<file path="src/rtl/ram_arbiter_pkg.sv">
// Shared widths, FSM state and requester encodings for the two-client RAM arbiter.
package ram_arbiter_pkg;

  localparam int ADDR_W_DEF = 8;
  localparam int DATA_W_DEF = 10;

  typedef enum logic {
    INIT = 1'b0,
    RUN  = 1'b1
  } state_t;

  typedef enum logic {
    M0 = 1'b0,
    M1 = 1'b1
  } req_id_t;

  // Owner of an in-flight read, carried alongside the RAM latency.
  typedef struct packed {
    logic    valid;
    req_id_t id;
  } read_tag_t;

  function automatic req_id_t other_id(input req_id_t id);
    return (id == M0) ? M1 : M0;
  endfunction

endpackage

</file>
<file path="src/rtl/ram_arbiter_if.sv">
// One requester's handshake bundle: the client is the master, the arbiter the slave.
interface ram_arbiter_if
  import ram_arbiter_pkg::*;
#(
  parameter int ADDR_W = ADDR_W_DEF,
  parameter int DATA_W = DATA_W_DEF
) ();

  logic              req;
  logic              we;
  logic [ADDR_W-1:0] addr;
  logic [DATA_W-1:0] wdata;
  logic              gnt;
  logic              rvalid;
  logic [DATA_W-1:0] rdata;

  modport master (
    output req, we, addr, wdata,
    input  gnt, rvalid, rdata
  );

  modport slave (
    input  req, we, addr, wdata,
    output gnt, rvalid, rdata
  );

endinterface

</file>
<file path="src/rtl/ram_arbiter_rr_arb2.sv">
// Two-way round-robin grant generator; on a tie the requester that did not win last goes first.
module rr_arb2
  import ram_arbiter_pkg::*;
(
  input  logic       clk,
  input  logic       rst,
  input  logic [1:0] req,
  input  logic       accept,
  output logic [1:0] gnt
);

  req_id_t last;

  always_comb begin
    gnt = 2'b00;
    case (req)
      2'b01:   gnt = 2'b01;
      2'b10:   gnt = 2'b10;
      2'b11:   gnt = (other_id(last) == M0) ? 2'b01 : 2'b10;
      default: gnt = 2'b00;
    endcase
  end

  // Reset to M1 so that M0 wins the first tie.
  always_ff @(posedge clk) begin
    if (rst) begin
      last <= M1;
    end else if (accept) begin
      last <= gnt[1] ? M1 : M0;
    end
  end

endmodule

</file>
<file path="src/rtl/ram_arbiter.sv">
// Shares one single-port RAM between two requesters; after reset it first
// sweeps INIT_VAL into every address, then serves requests round-robin.
module ram_arbiter
  import ram_arbiter_pkg::*;
#(
  parameter int              ADDR_W   = ADDR_W_DEF,
  parameter int              DATA_W   = DATA_W_DEF,
  parameter logic [DATA_W-1:0] INIT_VAL = '0,
  parameter bit              INIT_EN  = 1'b1
) (
  input  logic              clk,
  input  logic              rst,
  ram_arbiter_if.slave      m0,
  ram_arbiter_if.slave      m1,
  output logic              init_done,
  output logic              ram_en,
  output logic              ram_we,
  output logic [ADDR_W-1:0] ram_addr,
  output logic [DATA_W-1:0] ram_in,
  input  logic [DATA_W-1:0] ram_out
);

  state_t            state;
  logic [ADDR_W:0]   sweep_cnt;
  logic [1:0]        req_vec;
  logic [1:0]        arb_gnt;
  logic [1:0]        gnt_vec;
  logic              accept;
  req_id_t           sel_id;
  logic              sel_we;
  logic [ADDR_W-1:0] sel_addr;
  logic [DATA_W-1:0] sel_wdata;
  read_tag_t         tag0;
  read_tag_t         tag1;

  assign req_vec = {m1.req, m0.req};

  rr_arb2 u_arb (
    .clk    (clk),
    .rst    (rst),
    .req    (req_vec),
    .accept (accept),
    .gnt    (arb_gnt)
  );

  // Grants are suppressed while sweeping so pending requests simply wait.
  assign gnt_vec   = (state == RUN && !rst) ? arb_gnt : 2'b00;
  assign m0.gnt    = gnt_vec[0];
  assign m1.gnt    = gnt_vec[1];
  assign accept    = |(req_vec & gnt_vec);
  assign sel_id    = gnt_vec[1] ? M1 : M0;
  assign sel_we    = (sel_id == M1) ? m1.we    : m0.we;
  assign sel_addr  = (sel_id == M1) ? m1.addr  : m0.addr;
  assign sel_wdata = (sel_id == M1) ? m1.wdata : m0.wdata;

  // The extra counter bit lets the sweep stop after the last address instead of wrapping.
  always_ff @(posedge clk) begin
    if (rst) begin
      state     <= INIT_EN ? INIT : RUN;
      sweep_cnt <= '0;
      init_done <= 1'b0;
      ram_en    <= 1'b0;
      ram_we    <= 1'b0;
      ram_addr  <= '0;
      ram_in    <= '0;
    end else begin
      case (state)
        INIT: begin
          if (!sweep_cnt[ADDR_W]) begin
            ram_en    <= 1'b1;
            ram_we    <= 1'b1;
            ram_addr  <= sweep_cnt[ADDR_W-1:0];
            ram_in    <= INIT_VAL;
            sweep_cnt <= sweep_cnt + 1'b1;
          end else begin
            ram_en    <= 1'b0;
            ram_we    <= 1'b0;
            state     <= RUN;
            init_done <= 1'b1;
          end
        end
        RUN: begin
          init_done <= 1'b1;
          ram_en    <= accept;
          ram_we    <= accept && sel_we;
          if (accept) begin
            ram_addr <= sel_addr;
            ram_in   <= sel_wdata;
          end
        end
        default: state <= INIT;
      endcase
    end
  end

  // Read owners travel two stages to line up with the registered RAM output.
  always_ff @(posedge clk) begin
    if (rst) begin
      tag0      <= '0;
      tag1      <= '0;
      m0.rvalid <= 1'b0;
      m1.rvalid <= 1'b0;
      m0.rdata  <= '0;
      m1.rdata  <= '0;
    end else begin
      tag0.valid <= accept && !sel_we;
      tag0.id    <= sel_id;
      tag1       <= tag0;
      m0.rvalid  <= tag1.valid && (tag1.id == M0);
      m1.rvalid  <= tag1.valid && (tag1.id == M1);
      if (tag1.valid && tag1.id == M0) begin
        m0.rdata <= ram_out;
      end
      if (tag1.valid && tag1.id == M1) begin
        m1.rdata <= ram_out;
      end
    end
  end

endmodule

</file>
<file path="src/flat_wrapper.sv">
// flat-port wrapper written by rule: the top's interface ports become plain ports
module ram_arbiter_flat import ram_arbiter_pkg::*;
#(
  parameter int              ADDR_W   = ADDR_W_DEF,
  parameter int              DATA_W   = DATA_W_DEF,
  parameter logic [DATA_W-1:0] INIT_VAL = '0,
  parameter bit              INIT_EN  = 1'b1
)
  (clk, rst, init_done, ram_en, ram_we, ram_addr, ram_in, ram_out, m0_req, m0_we, m0_addr, m0_wdata, m0_gnt, m0_rvalid, m0_rdata, m1_req, m1_we, m1_addr, m1_wdata, m1_gnt, m1_rvalid, m1_rdata);
  ram_arbiter_if #(.ADDR_W(ADDR_W), .DATA_W(DATA_W)) m0_i ();
  ram_arbiter_if #(.ADDR_W(ADDR_W), .DATA_W(DATA_W)) m1_i ();
  input  logic clk;
  input  logic rst;
  output logic init_done;
  output logic ram_en;
  output logic ram_we;
  output logic [ADDR_W-1:0] ram_addr;
  output logic [DATA_W-1:0] ram_in;
  input  logic [DATA_W-1:0] ram_out;
  input wire logic [$bits(m0_i.req)-1:0] m0_req;
  input wire logic [$bits(m0_i.we)-1:0] m0_we;
  input wire logic [$bits(m0_i.addr)-1:0] m0_addr;
  input wire logic [$bits(m0_i.wdata)-1:0] m0_wdata;
  output wire logic [$bits(m0_i.gnt)-1:0] m0_gnt;
  output wire logic [$bits(m0_i.rvalid)-1:0] m0_rvalid;
  output wire logic [$bits(m0_i.rdata)-1:0] m0_rdata;
  input wire logic [$bits(m1_i.req)-1:0] m1_req;
  input wire logic [$bits(m1_i.we)-1:0] m1_we;
  input wire logic [$bits(m1_i.addr)-1:0] m1_addr;
  input wire logic [$bits(m1_i.wdata)-1:0] m1_wdata;
  output wire logic [$bits(m1_i.gnt)-1:0] m1_gnt;
  output wire logic [$bits(m1_i.rvalid)-1:0] m1_rvalid;
  output wire logic [$bits(m1_i.rdata)-1:0] m1_rdata;
  assign m0_i.req = m0_req;
  assign m0_i.we = m0_we;
  assign m0_i.addr = m0_addr;
  assign m0_i.wdata = m0_wdata;
  assign m0_gnt = m0_i.gnt;
  assign m0_rvalid = m0_i.rvalid;
  assign m0_rdata = m0_i.rdata;
  assign m1_i.req = m1_req;
  assign m1_i.we = m1_we;
  assign m1_i.addr = m1_addr;
  assign m1_i.wdata = m1_wdata;
  assign m1_gnt = m1_i.gnt;
  assign m1_rvalid = m1_i.rvalid;
  assign m1_rdata = m1_i.rdata;
  ram_arbiter #(.ADDR_W(ADDR_W), .DATA_W(DATA_W), .INIT_VAL(INIT_VAL), .INIT_EN(INIT_EN)) u_core (.clk(clk), .rst(rst), .m0(m0_i), .m1(m1_i), .init_done(init_done), .ram_en(ram_en), .ram_we(ram_we), .ram_addr(ram_addr), .ram_in(ram_in), .ram_out(ram_out));
endmodule
</file>
<file path="config.mk">
export PLATFORM = sky130hd
export DESIGN_NAME = ram_arbiter_flat
export DESIGN_NICKNAME = d
export VERILOG_FILES = /design/src/rtl/ram_arbiter_pkg.sv /design/src/rtl/ram_arbiter_if.sv /design/src/rtl/ram_arbiter_rr_arb2.sv /design/src/rtl/ram_arbiter.sv /design/src/flat_wrapper.sv
export SDC_FILE = /design/constraint.sdc
export NUM_CORES = 1
export LEC_CHECK = 0
export ABC_AREA = 1
export BUFFER_PORTS_ARGS = -buffer_cell sky130_fd_sc_hd__buf_2
export CORE_MARGIN = 4
export CORE_UTILIZATION = 45
export CTS_CLUSTER_DIAMETER = 150
export DETAILED_ROUTE_END_ITERATION = 12
export PLACE_DENSITY = 0.72
export SETUP_SLACK_MARGIN = 0.4
export SYNTH_ARGS = -nofsm -noshare
export SYNTH_HDL_FRONTEND = slang
export SYNTH_SLANG_ARGS = --single-unit
export TNS_END_PERCENT = 10
</file>
<file path="constraint.sdc">
create_clock -name clk -period 2.5 [get_ports clk]
set_input_delay 0.25 -clock clk [delete_from_list [all_inputs] [get_ports clk]]
set_output_delay 0.25 -clock clk [all_outputs]
set_load 0.005 [all_outputs]
</file>
======== Word-level counts from Yosys, hierarchy flattened ========
Index checks and enable logic that the tools add are counted.
word-level totals
  logic and storage cells ................. 60
  output and inout bits ................... 45
  bits in registers ....................... 58
cells by class
  equality and inequality tests ........... 6
  add/sub/neg operators ................... 1
  multiplexer cells ....................... 22
  reduce and logical (&&, ||, !) cells .... 10
  bitwise logic cells ..................... 4
operators by type and width
  operator               count
  $mux W10               3
  $mux W8                3
  $pmux W10 S2           1
  $pmux W8 S2            1
  $add A9 B1 Y9 const B  1
  $mux W9                1
  $mux W1                7
  $pmux W1 S2            3
  $pmux W2 S3            1
  $logic_and A1 B1 Y1    5
  $eq A2 B2 Y1 const B   2
  $mux W2                2
  $ne A2 B2 Y1 const B   2
  $reduce_and A2 Y1      2
  $not A1 Y1             3
  $and A2 B2 Y2          1
  $eq A2 B1 Y1 const B   1
  $logic_not A1 Y1       2
  $ne A2 B1 Y1 const B   1
  $reduce_or A2 Y1       1

======== Depth between registers and ports, before layout ========
Gate-level depths: netlist of run 1.
  depth in word-level cells ............... 7
  mapped depth ............................ 8
  mapped depth without buffers ............ 8

======== Hierarchy ========
From an unflattened synthesis of run 1, not the netlist that was laid out.
unflattened totals
  cell total of the unflattened synthesis .. 384
  area total of the unflattened synthesis .. 2597.5 um2
modules (own cells, without submodules)
  module       cells each  seq. area each (um2)  instances  area an instance (um2)
  ram_arbiter  375         1141.1                1          2538.7
  rr_arb2      9           20.0                  1          58.8

======== Worst setup path after synthesis of run 1 ========
Ideal clock, no wire load.
  kind .................................... register to register
  from .................................... register u_core.state
  to ...................................... register u_core.ram_addr[5]
  buffers on the path ..................... 2
  library setup time ...................... 119 ps
  clock period less this slack ............ 1183 ps
  data required time ...................... 2381 ps
  cell stages (with the launch flop) ...... 8
  setup slack ............................. 1317 ps
  arrival ................................. 1063 ps
  path through ............................ dfxtp_1 buf_4 nand2_2 nor2_4 nor2_8 buf_6 nor2_1 a21oi_1
between the ends
  word-level cells in the longest chain between the ends .. 6
  elaborated cells on any way between the ends .. 12
  those cells by class .................... 2 x eq/ne; 5 x mux; 2 x bitwise; 3 x reduce/logical
RTL lines
  element                                                  RTL line                              RTL
  start: declaration                                       ram_arbiter.sv:23                     state_t state;
  start signal: assignment                                 ram_arbiter.sv:59                     state <= INIT_EN ? INIT : RUN;
  $logic_and A1 B1 Y1                                      ram_arbiter.sv:47                     assign gnt_vec = (state == RUN && !rst) ? arb_gnt : 2'b00;
  $mux W2                                                  ram_arbiter.sv:47
  $mux W1 / $and A2 B2 Y2 (equally long branches)          ram_arbiter.sv:51, ram_arbiter.sv:50
  $mux W8 / $reduce_or A2 Y1 (equally long branches)       ram_arbiter.sv:53, ram_arbiter.sv:50
  $mux W8 / $ne A2 B2 Y1 (equally long branches)           n/a
  $pmux W8 S2 / $reduce_and A2 Y1 (equally long branches)  n/a
  end signal: assignment                                   ram_arbiter.sv:72                     ram_addr <= sweep_cnt[ADDR_W-1:0];
  end signal: assignment                                   ram_arbiter.sv:87                     ram_addr <= sel_addr;
  end: declaration                                         ram_arbiter.sv:18                     output logic [ADDR_W-1:0] ram_addr,
Parallel ways exist; a longest one is shown, timed or not. The select of a mux whose other input is x is not followed.
A chain may end at the register's enable or synchronous reset.

======== Worst setup path in the final report of run 1 ========
  from .................................... register u_core.state
  to ...................................... output port m1_gnt
between the ends
  word-level cells in the longest chain between the ends .. 2
RTL lines
  element              RTL line            RTL
  $logic_and A1 B1 Y1  ram_arbiter.sv:47
  $mux W2              ram_arbiter.sv:47
  end: declaration     flat_wrapper.sv:31  output wire logic [$bits(m1_i.gnt)-1:0] m1_gnt;
Every way passes these cells.

==> results of run 1 <==
## registers in the layout (all words and copies together), names as in the netlist, 2 cells and up
signal,flops
u_core.m0.rdata,10
u_core.m1.rdata,10
u_core.ram_addr,8
u_core.ram_in,10
u_core.sweep_cnt,9
u_core.tag0,2
u_core.tag1,2
## kinds of logic after synthesis
group                    after synthesis  share of synthesized area, %
buffers and inverters                 59                          9.48
AO/OA/AOI/OAI                         55                          11.8
adder cells (fa/ha/maj)                1                         0.507
AND/OR/NAND/NOR                      181                          31.1
flip-flops                            58                          47.1
## worst max-delay path by stage
stage | startpoint | cells after the start | to | slack [ns]
after floorplan | u_core.state | 7 | u_core.ram_addr[5] | 1.32
after global routing | u_core.state | 5 | m1_gnt | 0.50
final | u_core.state | 5 | m1_gnt | 0.59
after detailed placement | u_core.state | 5 | m1_gnt | 0.81
after CTS | u_core.state | 5 | m1_gnt | 0.45
after global placement | u_core.state | 5 | m1_gnt | 0.88
## through the flow
step / cell area, um2 / setup slack [ns]
after floorplan: 2470 / 1.32
after global placement: 2990 / 0.882
after detailed placement: 2990 / 0.810
after CTS: 3180 / 0.454
after global routing: 3180 / 0.496
final: 3180 / 0.586
## layout by cell type (no fill, tap or decap), drive strengths merged
| cell type | instances |
|---|---|
| ha | 1 |
| inv | 46 |
| nand4 | 1 |
| nand3 | 29 |
| dfxtp | 58 |
| nor3 | 3 |
| nor2 | 78 |
| o21ai | 34 |
| o211ai | 2 |
| a21oi | 19 |
| clkinvlp | 1 |
| clkbuf | 10 |
| bufinv | 1 |
| buf | 98 |
| clkinv | 5 |
| nand2 | 70 |
## layout make-up
class                      instances  area, um2
timing repair buffer              98        495
tap                               70       87.6
clock inverter                     6       57.6
clock buffer                      10        128
sequential                        58       1160
multi-input combinational        237       1070
fill                             513       2030
inverter                          47        176
## cell usage after synthesis
library cell  count
ha_1              1
nor2_4            3
nor2_8            1
buf_2             1
inv_1            43
clkinv_1          1
inv_2             3
nor2_1           73
nor2_2            1
a21oi_1          18
o211ai_1          2
buf_4             1
buf_6             1
o21ai_0          33
nor3_1            3
nand3_1          29
nand4_1           1
clkbuf_1          9
a21oi_4           1
nand2_2           2
dfxtp_1          58
nand2_1          68
o21ai_1           1
## per-layer routing
| metal | share of wire (%) | global-route usage [%] | routed length, um | vias to the layer above |
|---|---|---|---|---|
| met5 | 0 | 0 | 0 | - |
| met4 | 1.5 | 8.64 | 90 | 0 |
| met3 | 6.1 | 4.71 | 370 | 9 |
| met2 | 46 | 30.9 | 2790 | 76 |
| met1 | 47 | 23.5 | 2850 | 1071 |
| li1 | - | - | - | 1301 |
## worst reg2reg max path: stages (launching register included)
cell     delay (ns)
dfxtp_2        0.48
inv_2          0.09
nor2_4         0.21
nand2_2        0.20
inv_2          0.21
nand2_1        0.10
nand3_1        0.08
nand2_1        0.06
inv_1          0.04
## power by group through the flow
stage	logic, mW	registers (mW)	clock network, mW
floorplan	0.0460	0.958	0
global placement	0.105	0.959	0
detailed placement	0.105	0.958	0
CTS	0.106	0.938	0.830
global route	0.121	0.939	0.878
finish	0.106	0.938	0.813
## timing repair
item | CTS | global route
resized for setup | 0 | 1
buffers inserted | 0 | 0
setup endpoints to repair | 0 | 1
==> flow_metrics.tcl, run 1 <==
set metrics [dict create \
    yosysWarnings 0 \
    path_class "flip-flop to primary output" \
    crit_path_start_kind "flip-flop" \
    grt_pass1_wl_um 9830 \
    finalClockSkew_ns 0.00866 \
    holdWs_ns 0.171 \
    numCtsBuffers 9 \
    hold_depth 3 \
    grt_antenna_before_repair 0 \
    cts_sinks 58 \
    period_minus_slack_ns 1.91 \
    crit_path_top_delay_cell "dfxtp_2" \
    synth_seq_area_share_pct 47.1 \
    vdd_drop_max_mv 0.267 \
    syn_nets 407 \
    final_util_pct 61.1 \
    end_kind "primary output" \
    layout-drive-gt1-share_pct 27.4 \
    synth_cell_types 23 \
    start_util_pct 47.4 \
    fp-row-count 26 \
    post-dp-hpwl_um 4430 \
    crit_chain "inv_2, nor2_4, nand2_2, inv_2, buf_2" \
    reg2reg_slack_ns 0.98 \
    clkLatencyLatePin_ns 0.33 \
    dpl.cell_count 510 \
    nets 504 \
    vias_per_cell 4.67 \
    gp_congestion 0.800 \
    grt_max_degree 44 \
    cap_viol_max_count 0 \
    n_antenna_cell 0 \
    critPathMaxStageDelay_ns 0.48 \
    cpMostUsedCell "inv_2" \
    syn_avg_cell_area_um2 6.97 \
    fmax_ghz 0.522 \
    postCtsHoldBufs 0 \
    drt_iter0_drc 111 \
    finalSetupTns_ns 0 \
    cts_root_buf "clkbuf_8" \
    vias 2457 \
    dr.pass1.iters 4 \
    switchingPower_mw 0.423 \
    cpLargestDelayFamily "flip-flops" \
    hold_path_class "primary input to flip-flop" \
    reg2reg_to "u_core.ram_we" \
    status "complete, no violations" \
    die_y_um 82.0 \
    synth-seq-cells 58 \
    finalWirelength_um 6100 \
    top_level_ports 97 \
    synth_area_leader_cell "dfxtp_1" \
    r2r_cells 8 \
    p_int_mw 1.43 \
    cts_tree "yes" \
    h-tree-depth 3 \
    powerDensity_nw_per_um2 584 \
    path_clk_slew_ns 0.07 \
    netlist_instances 354 \
    max-clock-path-buffers 2 \
    worstMarginPinSlew_ns 0.557 \
    area_growth_pct 28.9 \
    synth_top_area_share_pct 47.1 \
    cp.arrival_ns 1.66 \
    core_region_area_um2 5200 \
    instances_no_fill 526 \
    placement.io_buffers 96 \
    synth.area.top_cells "dfxtp_1 47%, nor2_1 11%, nand2_1 10%" \
    leakage_nw 1.65 \
    slew_viol_final 0 \
    finalPower_mw 1.86 \
    crit_fanout 12 \
    grt_use_total_pct 19.0 \
    hold_viol 0 \
    grt_pass1_vias 2295 \
    hold-path-endpoint "u_core.m0.rdata[5]" \
    timing.final.crit_share_pct 76.6 \
    drc 0 \
    holdCritStartpoint "ram_out[5]" \
    wl_per_cell_um 11.6 \
    comb_power_share_pct 5.7 \
    setup_viol 0 \
    swShare_pct 22.8 \
    postRouteAntennaNets 0 \
    clkPwrFrac_pct 43.8 \
    required_ns 2.25 \
    seqPwrFrac_pct 50.5 \
    r2r-start "u_core.state" \
    path_buf_inv 3 \
    rsz0062_at_grt "false" \
    relSlewSlack_pct 62.7 \
    die_w_um 82.0 \
    synth_area_um2 2470 \
    gr-total-overflow 0 \
    dieArea_um2 6730 \
]
Note: power is estimated with default switching activity, not from simulation.
==> run 2: changes to the inputs <==
- CORE_UTILIZATION: 45 -> 43
- clock period: 2.5 -> 1.6 ns (I/O delays scaled with it)
==> flow_metrics.tcl, run 2 (same netlist as run 1, synthesis figures left out) <==
set metrics [dict create \
    wl_per_cell_um 12.5 \
    relSlewSlack_pct 74.3 \
    timing.final.crit_share_pct 79.6 \
    dr.pass1.iters 4 \
    setup_viol 0 \
    placement.io_buffers 96 \
    p_int_mw 2.45 \
    critPathMaxStageDelay_ns 0.38 \
    grt_antenna_before_repair 0 \
    drc 0 \
    layout-drive-gt1-share_pct 32.3 \
    path_buf_inv 3 \
    cts_sinks 58 \
    grt_max_degree 44 \
    instances_no_fill 545 \
    clkLatencyLatePin_ns 0.34 \
    slew_viol_final 0 \
    clkPwrFrac_pct 48.1 \
    core_region_area_um2 5540 \
    status "complete, no violations" \
    h-tree-depth 3 \
    cap_viol_max_count 0 \
    cts_tree "yes" \
    final_cell_mix "96 x buf_2, 72 x nor2_1, 64 x nand2_1" \
    grt_use_total_pct 19.7 \
    powerDensity_nw_per_um2 928 \
    postPlaceCellArea_um2 3030 \
    nets 521 \
    drt_iter0_drc 152 \
    rsz0062_at_grt "true" \
    die_y_um 83.8 \
    worstMarginPinSlew_ns 0.386 \
    cp.arrival_ns 1.11 \
    cts_root_buf "clkbuf_8" \
    area_growth_pct 38.3 \
    grt_pass1_wl_um 11200 \
    wl_met1_um 3020 \
    fp-row-count 27 \
    final_util_pct 61.6 \
    path_clk_slew_ns 0.07 \
    fmax_ghz 0.785 \
    crit_chain "inv_2, nor2_4, nand2_4, inv_6, buf_2" \
    leakage_nw 1.78 \
    hold_viol 0 \
    die_w_um 83.8 \
    postRouteAntennaNets 0 \
    met3_wirelength_um 489 \
    period_minus_slack_ns 1.27 \
    finalWirelength_um 6830 \
    comb_power_share_pct 5.6 \
    gp_congestion 0.800 \
    vdd_drop_max_mv 0.522 \
    final_common_cell "buf_2" \
    numCtsBuffers 9 \
    swShare_pct 22.6 \
    start_util_pct 44.5 \
    top_level_ports 97 \
    crit_path_top_delay_cell "dfxtp_4" \
    holdWs_ns 0.0688 \
    post-dp-hpwl_um 4700 \
    gr-total-overflow 0 \
    topRoutingLayerUsed "met4" \
    seqPwrFrac_pct 46.2 \
    switchingPower_mw 0.717 \
    vias_per_cell 4.74 \
    path_class "flip-flop to primary output" \
    grt_pass1_vias 2493 \
    vias 2586 \
    dpl.cell_count 517 \
    crit_fanout 4 \
    max-clock-path-buffers 2 \
    top_regs "u_core.m0.rdata: 10 flops, u_core.m1.rdata: 10 flops, u_core.ram_in: 10 flops" \
    n_antenna_cell 0 \
    cpLargestDelayFamily "flip-flops" \
    finalSetupTns_ns 0 \
    final_area_um2 3410 \
    dieArea_um2 7010 \
    crit_path_start_kind "flip-flop" \
    required_ns 1.44 \
    end_kind "primary output" \
    hold_path_class "primary input to flip-flop" \
    finalClockSkew_ns 0.00580 \
    wl_met2_um 3190 \
]
==> run 2: layer usage <==
metal  vias to the layer above  global-route usage [%]
li1                       1335                       -
met1                      1148                    24.3
met2                        91                    30.5
met3                        12                    6.91
met4                         0                    9.65
met5                         -                       0
==> run 2: final cells by class <==
type                    count  area (um2)
clock buffers              11         141
clock inverters             5        77.6
fillers                   522        2130
inverters                  47         185
multi-input cells         237        1110
flip-flops and latches     58        1170
well taps                  72        90.1
repair buffers            115         639
==> run 2: metrics by stage <==
stage	setup slack (ns)	power, mW
final	0.327	3.17
after CTS	0.302	3.17
after global placement	0.329	1.67
after global routing	0.247	3.28
after detailed placement	0.271	1.67
after floorplan	0.417	1.57
==> run 2: power groups by stage <==
stage	Sequential [mW]	Clock (mW)	Combinational (mW)
finish	1.46	1.53	0.179
global route	1.47	1.61	0.201
CTS	1.46	1.53	0.173
detailed placement	1.50	0	0.170
global placement	1.50	0	0.169
floorplan	1.50	0	0.0718
==> run 2: final timing paths <==
check,slack (ns),cells after the start,from,endpoint
max reg2reg,0.33,10,u_core.u_arb.last,u_core.ram_in[9]
min,0.07,3,ram_out[2],u_core.m0.rdata[2]
max,0.33,5,u_core.state,m1_gnt
min reg2reg,0.41,2,u_core.tag0[0],u_core.tag1[0]
==> run 2: timing repair <==
| item | in CTS | in global routing |
|---|---|---|
| gates resized for setup | 12 | 9 |
| hold buffers | 0 | 0 |
| endpoints found under the setup margin | 31 | 35 |
| pin swaps | 4 | 3 |
| setup buffers | 11 | 1 |
==> run 2: worst reg2reg max path: cells and delay by family (launching register included) <==
kind / cells / cell delay, ns
compound gates: 1 / 0.05
buf+inv: 5 / 0.55
flops: 1 / 0.34
simple gates: 4 / 0.21
